$ cat src/rtl/lsu_pkg.sv
// ---------------------------------------------------------------------------
// lsu_pkg
// Shared types and constants for the load/store unit:
//   lsu_state_e  - sequencer states (IDLE/REQ/WAIT/DONE)
//   MASK_*       - func3 access size/sign encodings
//   TIMEOUT_W    - width of the request/response timeout counter
//   lane_of()    - byte lane a load result is taken from, given size and
//                  the low address bits (misaligned bits are truncated)
// ---------------------------------------------------------------------------
package lsu_pkg;

    typedef enum logic [1:0] {
        IDLE = 2'd0,
        REQ  = 2'd1,
        WAIT = 2'd2,
        DONE = 2'd3
    } lsu_state_e;

    localparam logic [2:0] MASK_B  = 3'b000;
    localparam logic [2:0] MASK_H  = 3'b001;
    localparam logic [2:0] MASK_W  = 3'b010;
    localparam logic [2:0] MASK_BU = 3'b100;
    localparam logic [2:0] MASK_HU = 3'b101;

    localparam int TIMEOUT_W = 8;

    // size: func3[1:0] (00 byte, 01 half, 10 word)
    function automatic logic [1:0] lane_of(input logic [1:0] size, input logic [1:0] a);
        logic [1:0] lane;
        case (size)
            2'b00:   lane = a;
            2'b01:   lane = {a[1], 1'b0};
            default: lane = 2'b00;
        endcase
        return lane;
    endfunction

endpackage

$ cat src/rtl/lsu_align.sv
// ---------------------------------------------------------------------------
// lsu_align
// Purely combinational lane logic for the load/store unit.
// Ports:
//   is_store   in  1  : access is a store (selects legality rules)
//   mask       in  3  : func3 size/sign
//   addr_lo    in  2  : addr[1:0]
//   wdata      in  32 : raw store data (rs2)
//   mem_rdata  in  32 : raw word read from memory
//   be         out 4  : byte enables
//   wdata_lane out 32 : store data replicated across lanes
//   ld_data    out 32 : load result shifted down and sign/zero extended
//   misalign   out 1  : half with addr[0]=1 or word with addr[1:0]!=0
//   illegal    out 1  : func3 not valid for this access type
// ---------------------------------------------------------------------------
module lsu_align
    import lsu_pkg::*;
(
    input  logic        is_store,
    input  logic [2:0]  mask,
    input  logic [1:0]  addr_lo,
    input  logic [31:0] wdata,
    input  logic [31:0] mem_rdata,
    output logic [3:0]  be,
    output logic [31:0] wdata_lane,
    output logic [31:0] ld_data,
    output logic        misalign,
    output logic        illegal
);

    logic [1:0]  lane;
    logic [31:0] shifted;

    always_comb begin
        be         = 4'b0000;
        wdata_lane = 32'h0;
        ld_data    = 32'h0;
        misalign   = 1'b0;
        lane       = lane_of(mask[1:0], addr_lo);
        shifted    = mem_rdata >> {lane, 3'b000};

        // Stores only have signed-size encodings; loads reject 011/110/111.
        if (is_store)
            illegal = mask[2] | (mask[1:0] == 2'b11);
        else
            illegal = (mask[1:0] == 2'b11) | (mask[2:1] == 2'b11);

        case (mask[1:0])
            2'b00: begin
                be         = 4'b0001 << addr_lo;
                wdata_lane = {4{wdata[7:0]}};
                ld_data    = mask[2] ? {24'h0, shifted[7:0]}
                                     : {{24{shifted[7]}}, shifted[7:0]};
            end
            2'b01: begin
                // addr[0] is dropped here; trapping on it is the controller's call
                be         = 4'b0011 << {addr_lo[1], 1'b0};
                wdata_lane = {2{wdata[15:0]}};
                ld_data    = mask[2] ? {16'h0, shifted[15:0]}
                                     : {{16{shifted[15]}}, shifted[15:0]};
                misalign   = addr_lo[0];
            end
            2'b10: begin
                be         = 4'b1111;
                wdata_lane = wdata;
                ld_data    = shifted;
                misalign   = |addr_lo;
            end
            default: begin
                be         = 4'b0000;
            end
        endcase
    end

endmodule

$ cat src/rtl/lsu_controller.sv
// ---------------------------------------------------------------------------
// lsu_controller
// Multi-cycle load/store sequencer: accepts one decoded load or store, issues
// a single handshaked memory transaction, stalls the core until it completes
// or times out, and returns the extended load data.
// Parameters:
//   TIMEOUT_CYC (2..255) : max cycles spent in REQ+WAIT before abort
// Ports:
//   clk, rst_n           : clock, asynchronous active-low reset
//   rd_en, wr_en         : load / store request (store wins if both)
//   mask, addr, wdata    : func3, byte address, store data
//   stall                : hold the pipeline
//   rdata, ld_valid, err : load result, result-valid pulse, abort pulse
//   mem_req/we/addr/be/wdata, mem_gnt, mem_rvalid, mem_rdata : memory port
// Build option:
//   LSU_MISALIGN_TRAP_EN : when defined, misaligned half/word accesses abort
//                          with err instead of truncating the low address bits
// ---------------------------------------------------------------------------
module lsu_controller
    import lsu_pkg::*;
#(
    parameter int TIMEOUT_CYC = 64
) (
    input  logic        clk,
    input  logic        rst_n,
    input  logic        rd_en,
    input  logic        wr_en,
    input  logic [2:0]  mask,
    input  logic [31:0] addr,
    input  logic [31:0] wdata,
    output logic        stall,
    output logic [31:0] rdata,
    output logic        ld_valid,
    output logic        err,
    output logic        mem_req,
    output logic        mem_we,
    output logic [31:0] mem_addr,
    output logic [3:0]  mem_be,
    output logic [31:0] mem_wdata,
    input  logic        mem_gnt,
    input  logic        mem_rvalid,
    input  logic [31:0] mem_rdata
);

`ifdef LSU_MISALIGN_TRAP_EN
    localparam bit MISALIGN_TRAP = 1'b1;
`else
    localparam bit MISALIGN_TRAP = 1'b0;
`endif

    // Last counter value before abort: REQ+WAIT last TIMEOUT_CYC cycles.
    localparam logic [TIMEOUT_W-1:0] TO_LAST = TIMEOUT_W'(TIMEOUT_CYC - 1);

    lsu_state_e            state_q, state_d;
    logic                  is_store_q, is_store_d;
    logic [2:0]            mask_q, mask_d;
    logic [1:0]            addr_lo_q, addr_lo_d;
    logic                  err_q, err_d;
    logic [TIMEOUT_W-1:0]  cnt_q, cnt_d;
    logic [31:0]           rdata_q, rdata_d;
    logic                  mem_req_q, mem_req_d;
    logic                  mem_we_q, mem_we_d;
    logic [31:0]           mem_addr_q, mem_addr_d;
    logic [3:0]            mem_be_q, mem_be_d;
    logic [31:0]           mem_wdata_q, mem_wdata_d;

    // The aligner sees live inputs while accepting and the captured access
    // afterwards, so one instance serves both store setup and load extension.
    logic        al_is_store;
    logic [2:0]  al_mask;
    logic [1:0]  al_addr_lo;
    logic [3:0]  al_be;
    logic [31:0] al_wdata;
    logic [31:0] al_ld_data;
    logic        al_misalign;
    logic        al_illegal;
    logic        in_idle;
    logic        abort_now;

    assign in_idle     = (state_q == IDLE);
    assign al_is_store = in_idle ? wr_en      : is_store_q;
    assign al_mask     = in_idle ? mask       : mask_q;
    assign al_addr_lo  = in_idle ? addr[1:0]  : addr_lo_q;

    lsu_align u_align (
        .is_store   (al_is_store),
        .mask       (al_mask),
        .addr_lo    (al_addr_lo),
        .wdata      (wdata),
        .mem_rdata  (mem_rdata),
        .be         (al_be),
        .wdata_lane (al_wdata),
        .ld_data    (al_ld_data),
        .misalign   (al_misalign),
        .illegal    (al_illegal)
    );

    assign abort_now = al_illegal | (al_misalign & MISALIGN_TRAP);

    always_comb begin
        state_d     = state_q;
        is_store_d  = is_store_q;
        mask_d      = mask_q;
        addr_lo_d   = addr_lo_q;
        err_d       = err_q;
        cnt_d       = cnt_q;
        rdata_d     = rdata_q;
        mem_req_d   = mem_req_q;
        mem_we_d    = mem_we_q;
        mem_addr_d  = mem_addr_q;
        mem_be_d    = mem_be_q;
        mem_wdata_d = mem_wdata_q;

        case (state_q)
            IDLE: begin
                if (rd_en | wr_en) begin
                    is_store_d = wr_en;
                    mask_d     = mask;
                    addr_lo_d  = addr[1:0];
                    if (abort_now) begin
                        // No memory traffic; report the abort straight away.
                        err_d   = 1'b1;
                        rdata_d = 32'h0;
                        state_d = DONE;
                    end else begin
                        err_d       = 1'b0;
                        cnt_d       = '0;
                        mem_req_d   = 1'b1;
                        mem_we_d    = wr_en;
                        mem_addr_d  = {addr[31:2], 2'b00};
                        mem_be_d    = al_be;
                        mem_wdata_d = al_wdata;
                        state_d     = REQ;
                    end
                end
            end
            REQ, WAIT: begin
                cnt_d = cnt_q + 1'b1;
                if ((state_q == REQ) && mem_gnt) begin
                    mem_req_d = 1'b0;
                    if (mem_rvalid) begin
                        if (!is_store_q)
                            rdata_d = al_ld_data;
                        state_d = DONE;
                    end else begin
                        state_d = WAIT;
                    end
                end else if ((state_q == WAIT) && mem_rvalid) begin
                    if (!is_store_q)
                        rdata_d = al_ld_data;
                    state_d = DONE;
                end else if (cnt_q == TO_LAST) begin
                    mem_req_d = 1'b0;
                    err_d     = 1'b1;
                    rdata_d   = 32'h0;
                    state_d   = DONE;
                end
            end
            DONE: begin
                state_d = IDLE;
            end
            default: begin
                state_d = IDLE;
            end
        endcase
    end

    always_ff @(posedge clk or negedge rst_n) begin
        if (!rst_n) begin
            state_q     <= IDLE;
            is_store_q  <= 1'b0;
            mask_q      <= 3'b000;
            addr_lo_q   <= 2'b00;
            err_q       <= 1'b0;
            cnt_q       <= '0;
            rdata_q     <= 32'h0;
            mem_req_q   <= 1'b0;
            mem_we_q    <= 1'b0;
            mem_addr_q  <= 32'h0;
            mem_be_q    <= 4'b0000;
            mem_wdata_q <= 32'h0;
        end else begin
            state_q     <= state_d;
            is_store_q  <= is_store_d;
            mask_q      <= mask_d;
            addr_lo_q   <= addr_lo_d;
            err_q       <= err_d;
            cnt_q       <= cnt_d;
            rdata_q     <= rdata_d;
            mem_req_q   <= mem_req_d;
            mem_we_q    <= mem_we_d;
            mem_addr_q  <= mem_addr_d;
            mem_be_q    <= mem_be_d;
            mem_wdata_q <= mem_wdata_d;
        end
    end

    // Stall is raised in the accept cycle itself; gating with rst_n keeps it
    // low while reset is held even if decode still presents a request.
    assign stall = rst_n & ((in_idle & (rd_en | wr_en)) |
                            (state_q == REQ) | (state_q == WAIT));

    assign ld_valid  = (state_q == DONE) & ~is_store_q & ~err_q;
    assign err       = (state_q == DONE) & err_q;
    assign rdata     = rdata_q;
    assign mem_req   = mem_req_q;
    assign mem_we    = mem_we_q;
    assign mem_addr  = mem_addr_q;
    assign mem_be    = mem_be_q;
    assign mem_wdata = mem_wdata_q;

endmodule
$ cat config.mk
export PLATFORM = sky130hd
export DESIGN_NAME = lsu_controller
export DESIGN_NICKNAME = d
export VERILOG_FILES = /design/src/rtl/lsu_pkg.sv /design/src/rtl/lsu_align.sv /design/src/rtl/lsu_controller.sv
export SDC_FILE = /design/constraint.sdc
export NUM_CORES = 1
export LEC_CHECK = 0
export CAP_MARGIN = 5
export CORE_ASPECT_RATIO = 1.75
export CORE_MARGIN = 5
export CORE_UTILIZATION = 35
export DETAILED_ROUTE_END_ITERATION = 10
export SLEW_MARGIN = 25
export SYNTH_ARGS = -nofsm -noshare
export SYNTH_HDL_FRONTEND = slang
export SYNTH_SLANG_ARGS = --single-unit
$ cat constraint.sdc
create_clock -name clk -period 4.75 [get_ports clk]
set_clock_uncertainty 0.15 [all_clocks]
set_input_delay 0.475 -clock clk [delete_from_list [all_inputs] [get_ports clk]]
set_output_delay 0.475 -clock clk [all_outputs]
set_load 0.01 [all_outputs]
==> metrics.md, run 1 <==
| Metric | Value |
|---|---|
| Max Slew Vio Count | 0 |
| CP max FO | 25 |
| Fin. Hold Viols | 0 |
| Cell taking the most area after synthesis | dfrtp_1 |
| Synth cell count leaders | 181 x nand2_1, 117 x dfrtp_1, 44 x a21oi_1, 36 x nor2_1, 21 x mux2i_1 |
| Clock power frac | 0.211 |
| Final Instance Count excl. Fillers | 1058 |
| Arrival time worst endpoint | 3160 ps |
| Initial DRT Pass Iterations | 4 |
| Drt first-iter violations | 396 |
| Worst hold start | mem_addr[22] |
| Synth area leaders | dfrtp_1 49%, nand2_1 11%, a21oi_1 3.7% |
| Leak pwr | 3.97 nW |
| Post-CTS Setup Inserts | 0 |
| Setup violations, final | 0 |
| Worst-path clk slew | 60 ps |
| Sw Ratio | 0.401 |
| R2R Setup Slk | 980 ps |
| FF-to-FF End | rdata[25] |
| Vias per cell | 5.24 |
| Psw | 2.53 mW |
| Filler instances | 1514 |
| Post-synthesis cell area | 6030 µm² |
| Post-Syn Instances | 624 |
| Critical path type | flip-flop to primary output |
| Cell Rows | 63 |
| Syn avg cell area | 9.66 µm² |
| FF-to-FF path depth | 8 |
| Gpl congestion | 0.854 |
| CTS max path bufs | 2 |
| Layout cell share with drive strength beyond 1 | 0.107 |
| Worst Setup End Kind | primary output |
| Vias | 5548 |
| Die H | 184 µm |
| Area grow syn2layout | 46.4% |
| CP startpoint kind | flip-flop |
| Post-DRT Antenna Nets | 0 |
| P per Cell Area | 717 nW/µm² |
| Core ar. | 16900 µm² |
| Status | complete, no violations |
| Detailed Place HPWL | 14900 µm |
| # port buffers | 207 |
| Combinational share of power | 0.511 |
| Die W | 109 µm |
| Clock root buffer master | clkbuf_16 |
| TritonCTS Buffers | 17 |
| Average wire per standard cell | 19.2 µm |
| H-tree level count | 4 |
| Flop pwr share | 0.278 |
| Number of synthesized register bits | 117 |
| Inst Count DP | 1023 |
| Hold path depth | 2 |
| Max_cap viols | 0 |
| Required time of the critical path | 4120 ps |
| Number of global-route vias before repair | 5848 |
| Achievable Freq | 264 MHz |
| Die area | 20100 µm² |
| Initial antenna violation count | 1 |
| Worst IR Drop VDD | 0.000267 V |
| Internal Power | 3.79 mW |
| Cts hold-fix bufs | 1 |
| Number of synthesized flops with an enable pin | 0 |
| Clock sinks | 117 |
| Clk Latency, worst-skew pair | 410 ps |
| Worst Tran Pin Value | 972 ps |
| Ys async rst share | 1.00 |
| WL final | 20300 µm |
| Register area share after synthesis | 0.486 |
| Tot GR Track Use | 0.202 |
| Distinct cell type count after synthesis | 64 |
| YS warnings | 0 |
| Final period util | 0.796 |
| Nets | 928 |
| Hold WC Path Type | flip-flop to flip-flop |
| Final worst path period need | 3780 ps |
| Setup_tns | 0 ps |
| Global-route wire length before repair | 31300 µm |
| Starting Density | 0.356 |
| RSZ-0062 raised after global routing | false |
| # DRC | 0 |
| CTS tree | yes |
| Post_cts resized | 0 |
| GRT Residual Overflow | 0 |
| Most used DFF post-synth | dfrtp_1 |
| Largest net degree at the start of global routing | 70 |
| Top-area cell type share of the netlist area | 0.486 |
| Layout Utilization | 0.521 |
| Max transition margin | 0.352 |
| FF-to-FF Start | state_q[1] |
| Most frequent cell after synthesis | nand2_1 |
| Total I/O pin count | 210 |
| WHS Endpoint | mem_addr[22] |
state kept, by name (all words and copies together) (netlist names), 2 cells and up:
name       cells
rdata         32
cnt_q          8
mask_q         3
mem_be         4
mem_addr      30
mem_wdata     32
state_q        2
addr_lo_q      2
cell usage in the layout (no fill, tap or decap), types with 3 or more instances in the layout:
| cell | netlist | layout |
|---|---|---|
| clkdlybuf4s50_1 | 0 | 206 |
| nand2_1 | 181 | 181 |
| dfrtp_1 | 117 | 117 |
| a21oi_1 | 44 | 44 |
| nor2_1 | 36 | 36 |
| mux2i_1 | 21 | 21 |
| clkbuf_16 | 0 | 17 |
| o21ai_0 | 16 | 16 |
| o211ai_2 | 16 | 16 |
| a221oi_1 | 16 | 16 |
| o21ai_1 | 11 | 11 |
| a22o_1 | 11 | 11 |
| nand3_1 | 10 | 10 |
| buf_4 | 6 | 9 |
| a2bb2oi_1 | 8 | 8 |
| mux2_2 | 7 | 7 |
| a21o_1 | 7 | 7 |
| mux4_2 | 7 | 7 |
| ha_1 | 7 | 7 |
| inv_1 | 6 | 6 |
| clkinv_4 | 0 | 5 |
| nor3b_1 | 4 | 4 |
| and3_1 | 4 | 4 |
| nor2_2 | 3 | 3 |
| a32o_1 | 3 | 3 |
| clkinvlp_4 | 0 | 3 |
| bufinv_16 | 0 | 3 |
logic make-up (layout without fill, tap and decap cells):
logic type / count (synthesis) / in the layout / share of synthesized area
and+or+nand+nor: 259 / 259 / 0.187
AOI/OAI and AO/OA: 152 / 152 / 0.188
DFF: 117 / 117 / 0.486
buffers and inverters: 50 / 254 / 0.0448
muxes: 36 / 36 / 0.0764
adders and majority gates: 7 / 7 / 0.0145
xor gates and xnor gates: 2 / 2 / 0.00291
other: 1 / 4 / 0.000622
layer usage:
metal / wire length [µm] / vias up / track usage
li1: - / 2574 / -
met1: 7780 / 2706 / 0.226
met2: 10400 / 230 / 0.355
met3: 1430 / 38 / 0.0485
met4: 735 / 0 / 0.0924
met5: 0 / - / 0
stage by stage:
stage | hold WS [ps] | instance area, µm² | worst slack [ps] | total power, mW
2_1_floorplan | 29.4 | 6030 | 2340 | 3.61
3_3_place_gp | 306 | 8200 | 1160 | 4.94
3_5_place_dp | 312 | 8200 | 947 | 5.03
4_1_cts | 326 | 8820 | 989 | 6.38
5_1_grt | 343 | 8830 | 646 | 6.74
6_report | 322 | 8830 | 968 | 6.33
cell type report:
cell class / count / area [µm²] / area share
Sequential cell: 117 / 2930 / 0.332
Multi-Input combinational cell: 458 / 2840 / 0.322
Timing Repair Buffer: 216 / 2140 / 0.242
Clock buffer: 19 / 433 / 0.0490
Tap cell: 227 / 284 / 0.0322
Clock inverter: 13 / 176 / 0.0200
Inverter: 6 / 22.5 / 0.00255
Antenna cell: 2 / 5.00 / 0.000567
power by group through the flow:
stage | Combinational (mW) | Sequential [mW] | Clock [mW]
2_1_floorplan | 1.73 | 1.89 | 0
3_3_place_gp | 3.18 | 1.75 | 0
3_5_place_dp | 3.25 | 1.77 | 0
4_1_cts | 3.26 | 1.76 | 1.36
5_1_grt | 3.51 | 1.82 | 1.41
6_report | 3.24 | 1.76 | 1.33
worst max-delay path by stage:
stage / start / to / slack, ps / depth (start not counted)
4_1_cts: state_q[1] / stall / 990 / 6
3_3_place_gp: state_q[0] / mem_be[1] / 1160 / 8
5_1_grt: state_q[1] / rdata[26] / 650 / 8
6_report: state_q[1] / stall / 970 / 6
3_5_place_dp: state_q[1] / mem_wdata[29] / 950 / 9
2_1_floorplan: state_q[0] / mem_wdata[24] / 2340 / 10
worst max-delay path: stages (launching register included):
cell and delay (ps):
dfrtp_1 440, inv_1 140, ha_1 810, o21ai_0 320
buf_4 290, a21boi_0 180, clkdlybuf4s50_1 570
No activity file was read; power rests on OpenSTA's default activity.
==> run 2, diff against run 1 <==
==> constraint.sdc (replaced) <==
create_clock -name clk -period 3.61 [get_ports clk]
set_clock_uncertainty 0.15 [all_clocks]
set_input_delay 0.361 -clock clk [delete_from_list [all_inputs] [get_ports clk]]
set_output_delay 0.361 -clock clk [all_outputs]
set_load 0.01 [all_outputs]
==> metrics.md, run 2 (synthesized netlist as in run 1, its figures left out) <==
| Metric | Value |
|---|---|
| CP startpoint kind | flip-flop |
| Post-CTS Setup Inserts | 0 (unchanged) |
| Crit path buffers/inverters | 2 (-1) |
| # DRC | 0 (unchanged) |
| Clock root buffer master | clkbuf_16 |
| Layout cell share with drive strength beyond 1 | 0.115 (+0.00734) |
| Initial DRT Pass Iterations | 5 (+1) |
| Worst Tran Pin Value | 904 ps (-67.5 ps) |
| Worst IR Drop VDD | 0.000366 V (+37%) |
| Post-DRT Antenna Nets | 0 (unchanged) |
| Detailed Place HPWL | 15000 µm (+0.87%) |
| Most frequent cells in the layout | 206 x clkdlybuf4s50_1, 181 x nand2_1, 117 x dfrtp_1 |
| H-tree level count | 4 (unchanged) |
| Setup_tns | 0 ps (unchanged) |
| CP dominant cell by count | a21oi_1 |
| Inst Count DP | 1031 (+0.78%) |
| Final period util | 0.920 |
| CP max FO | 14 (-44%) |
| Max Slew Vio Count | 0 (unchanged) |
| Starting Density | 0.356 (unchanged) |
| P per Cell Area | 943 nW/µm² (+32%) |
| Number of global-route vias before repair | 5819 (-0.50%) |
| Vias | 5550 (+0.036%) |
| Worst-path clk slew | 60 ps (about the same) |
| Arrival time worst endpoint | 3500 ps (+340 ps) |
| Clk Latency, worst-skew pair | 410 ps (about the same) |
| Slowest stage delay, CP | 770 ps (-40 ps) |
| GRT Residual Overflow | 0 (unchanged) |
| WL final | 20300 µm (about the same) |
| Achievable Freq | 301 MHz |
| TritonCTS Buffers | 17 (unchanged) |
| Clock sinks | 117 (unchanged) |
| Vias per cell | 5.21 (-0.62%) |
| CTS max path bufs | 2 (unchanged) |
| Nets | 936 (+0.86%) |
| Critical path type | flip-flop to flip-flop |
| Design Power | 8.39 mW (+33%) |
| Max transition margin | 0.396 (+0.0439) |
| Setup violations, final | 0 (unchanged) |
| Die area | 20100 µm² (unchanged) |
| Gpl congestion | 0.799 (-6.4%) |
| Die W | 109 µm (unchanged) |
| Fin. Hold Viols | 0 (unchanged) |
| Status | complete, no violations |
| Area grow syn2layout | 47.6% |
| Required time of the critical path | 3790 ps (-330 ps) |
| Max_cap viols | 0 (unchanged) |
| Initial antenna violation count | 0 (-1) |
| CP top delay family | compound AO/OA/AOI/OAI gates |
| Final Instance Count excl. Fillers | 1065 (+0.66%) |
| Final worst path period need | 3320 ps |
| Leak pwr | 4.01 nW (+1.0%) |
| Most common cell after layout, fill and taps aside | clkdlybuf4s50_1 |
| Average wire per standard cell | 19.1 µm (-0.63%) |
| CTS tree | yes |
| Filler instances | 1554 (+2.6%) |
| Largest net degree at the start of global routing | 78 (+11%) |
| Cell Rows | 63 (unchanged) |
| Total I/O pin count | 210 (unchanged) |
| # port buffers | 207 (unchanged) |
| Global-route wire length before repair | 31200 µm (-0.31%) |
| Max stage delay cell, worst path | a211oi_2 |
| Core ar. | 16900 µm² (unchanged) |
| Drt first-iter violations | 348 (-12%) |
| Tot GR Track Use | 0.201 (-0.000857) |
| Die H | 184 µm (unchanged) |
| Hold WC Path Type | primary input to async pin |
| Crit-path cells | inv_1, ha_1, buf_4, nand2b_1, o22a_1, a21oi_1, a211oi_2, a21oi_1, o211ai_2 |
| Worst Setup End Kind | flip-flop |
| Post_cts resized | 0 (unchanged) |
| RSZ-0062 raised after global routing | false |
run 2: worst paths after layout:
path                              start            to  slack, ps  cells past startpoint
max                          state_q[0]     rdata[26]        290                      9
min                               rst_n  mem_addr[11]        210                      2
max reg2reg                  state_q[0]     rdata[26]        290                      9
min reg2reg                mem_addr[11]  mem_addr[11]        320                      2
max in group asynchronous         rst_n     rdata[30]       2130                      3
min in group clk           mem_addr[11]  mem_addr[11]        320                      2
run 2: metal layers:
layer,track usage,up-vias,share of wire
met1,0.226,2693,0.38
met4,0.0879,0,0.033
li1,-,2591,-
met2,0.354,220,0.52
met5,0,-,0
met3,0.0496,46,0.068
run 2: where the power goes:
group | internal, mW | total [mW] | leakage (nW) | switching [mW]
combinational | 2.04 | 4.33 | 2.23 | 2.29
sequential | 1.92 | 2.31 | 1.49 | 0.396
clock | 1.10 | 1.75 | 0.286 | 0.653
run 2: layout make-up:
type	count	area, µm²	share of cell area
diodes	1	2.50	0.000281
multi-input cells	458	2840	0.319
clock buffers	19	433	0.0487
flip-flops and latches	117	2930	0.329
clock inverters	13	176	0.0198
repair buffers	224	2220	0.249
well taps	227	284	0.0319
inverters	6	22.5	0.00253
run 2: repair_timing:
item                                   CTS  global route
setup endpoints to repair                0             0
endpoints found under the hold margin   14             0
hold buffers                             1             0
run 2: through the flow:
stage	hold WS (ps)	instance area, µm²	utilization	setup WS [ps]
floorplan	-84.6	6030	-	1200
global placement	81.9	8270	0.488	477
detailed placement	86.0	8270	0.488	279
CTS	186	8890	0.525	255
global route	241	8900	0.525	48.9
finish	212	8900	0.525	288
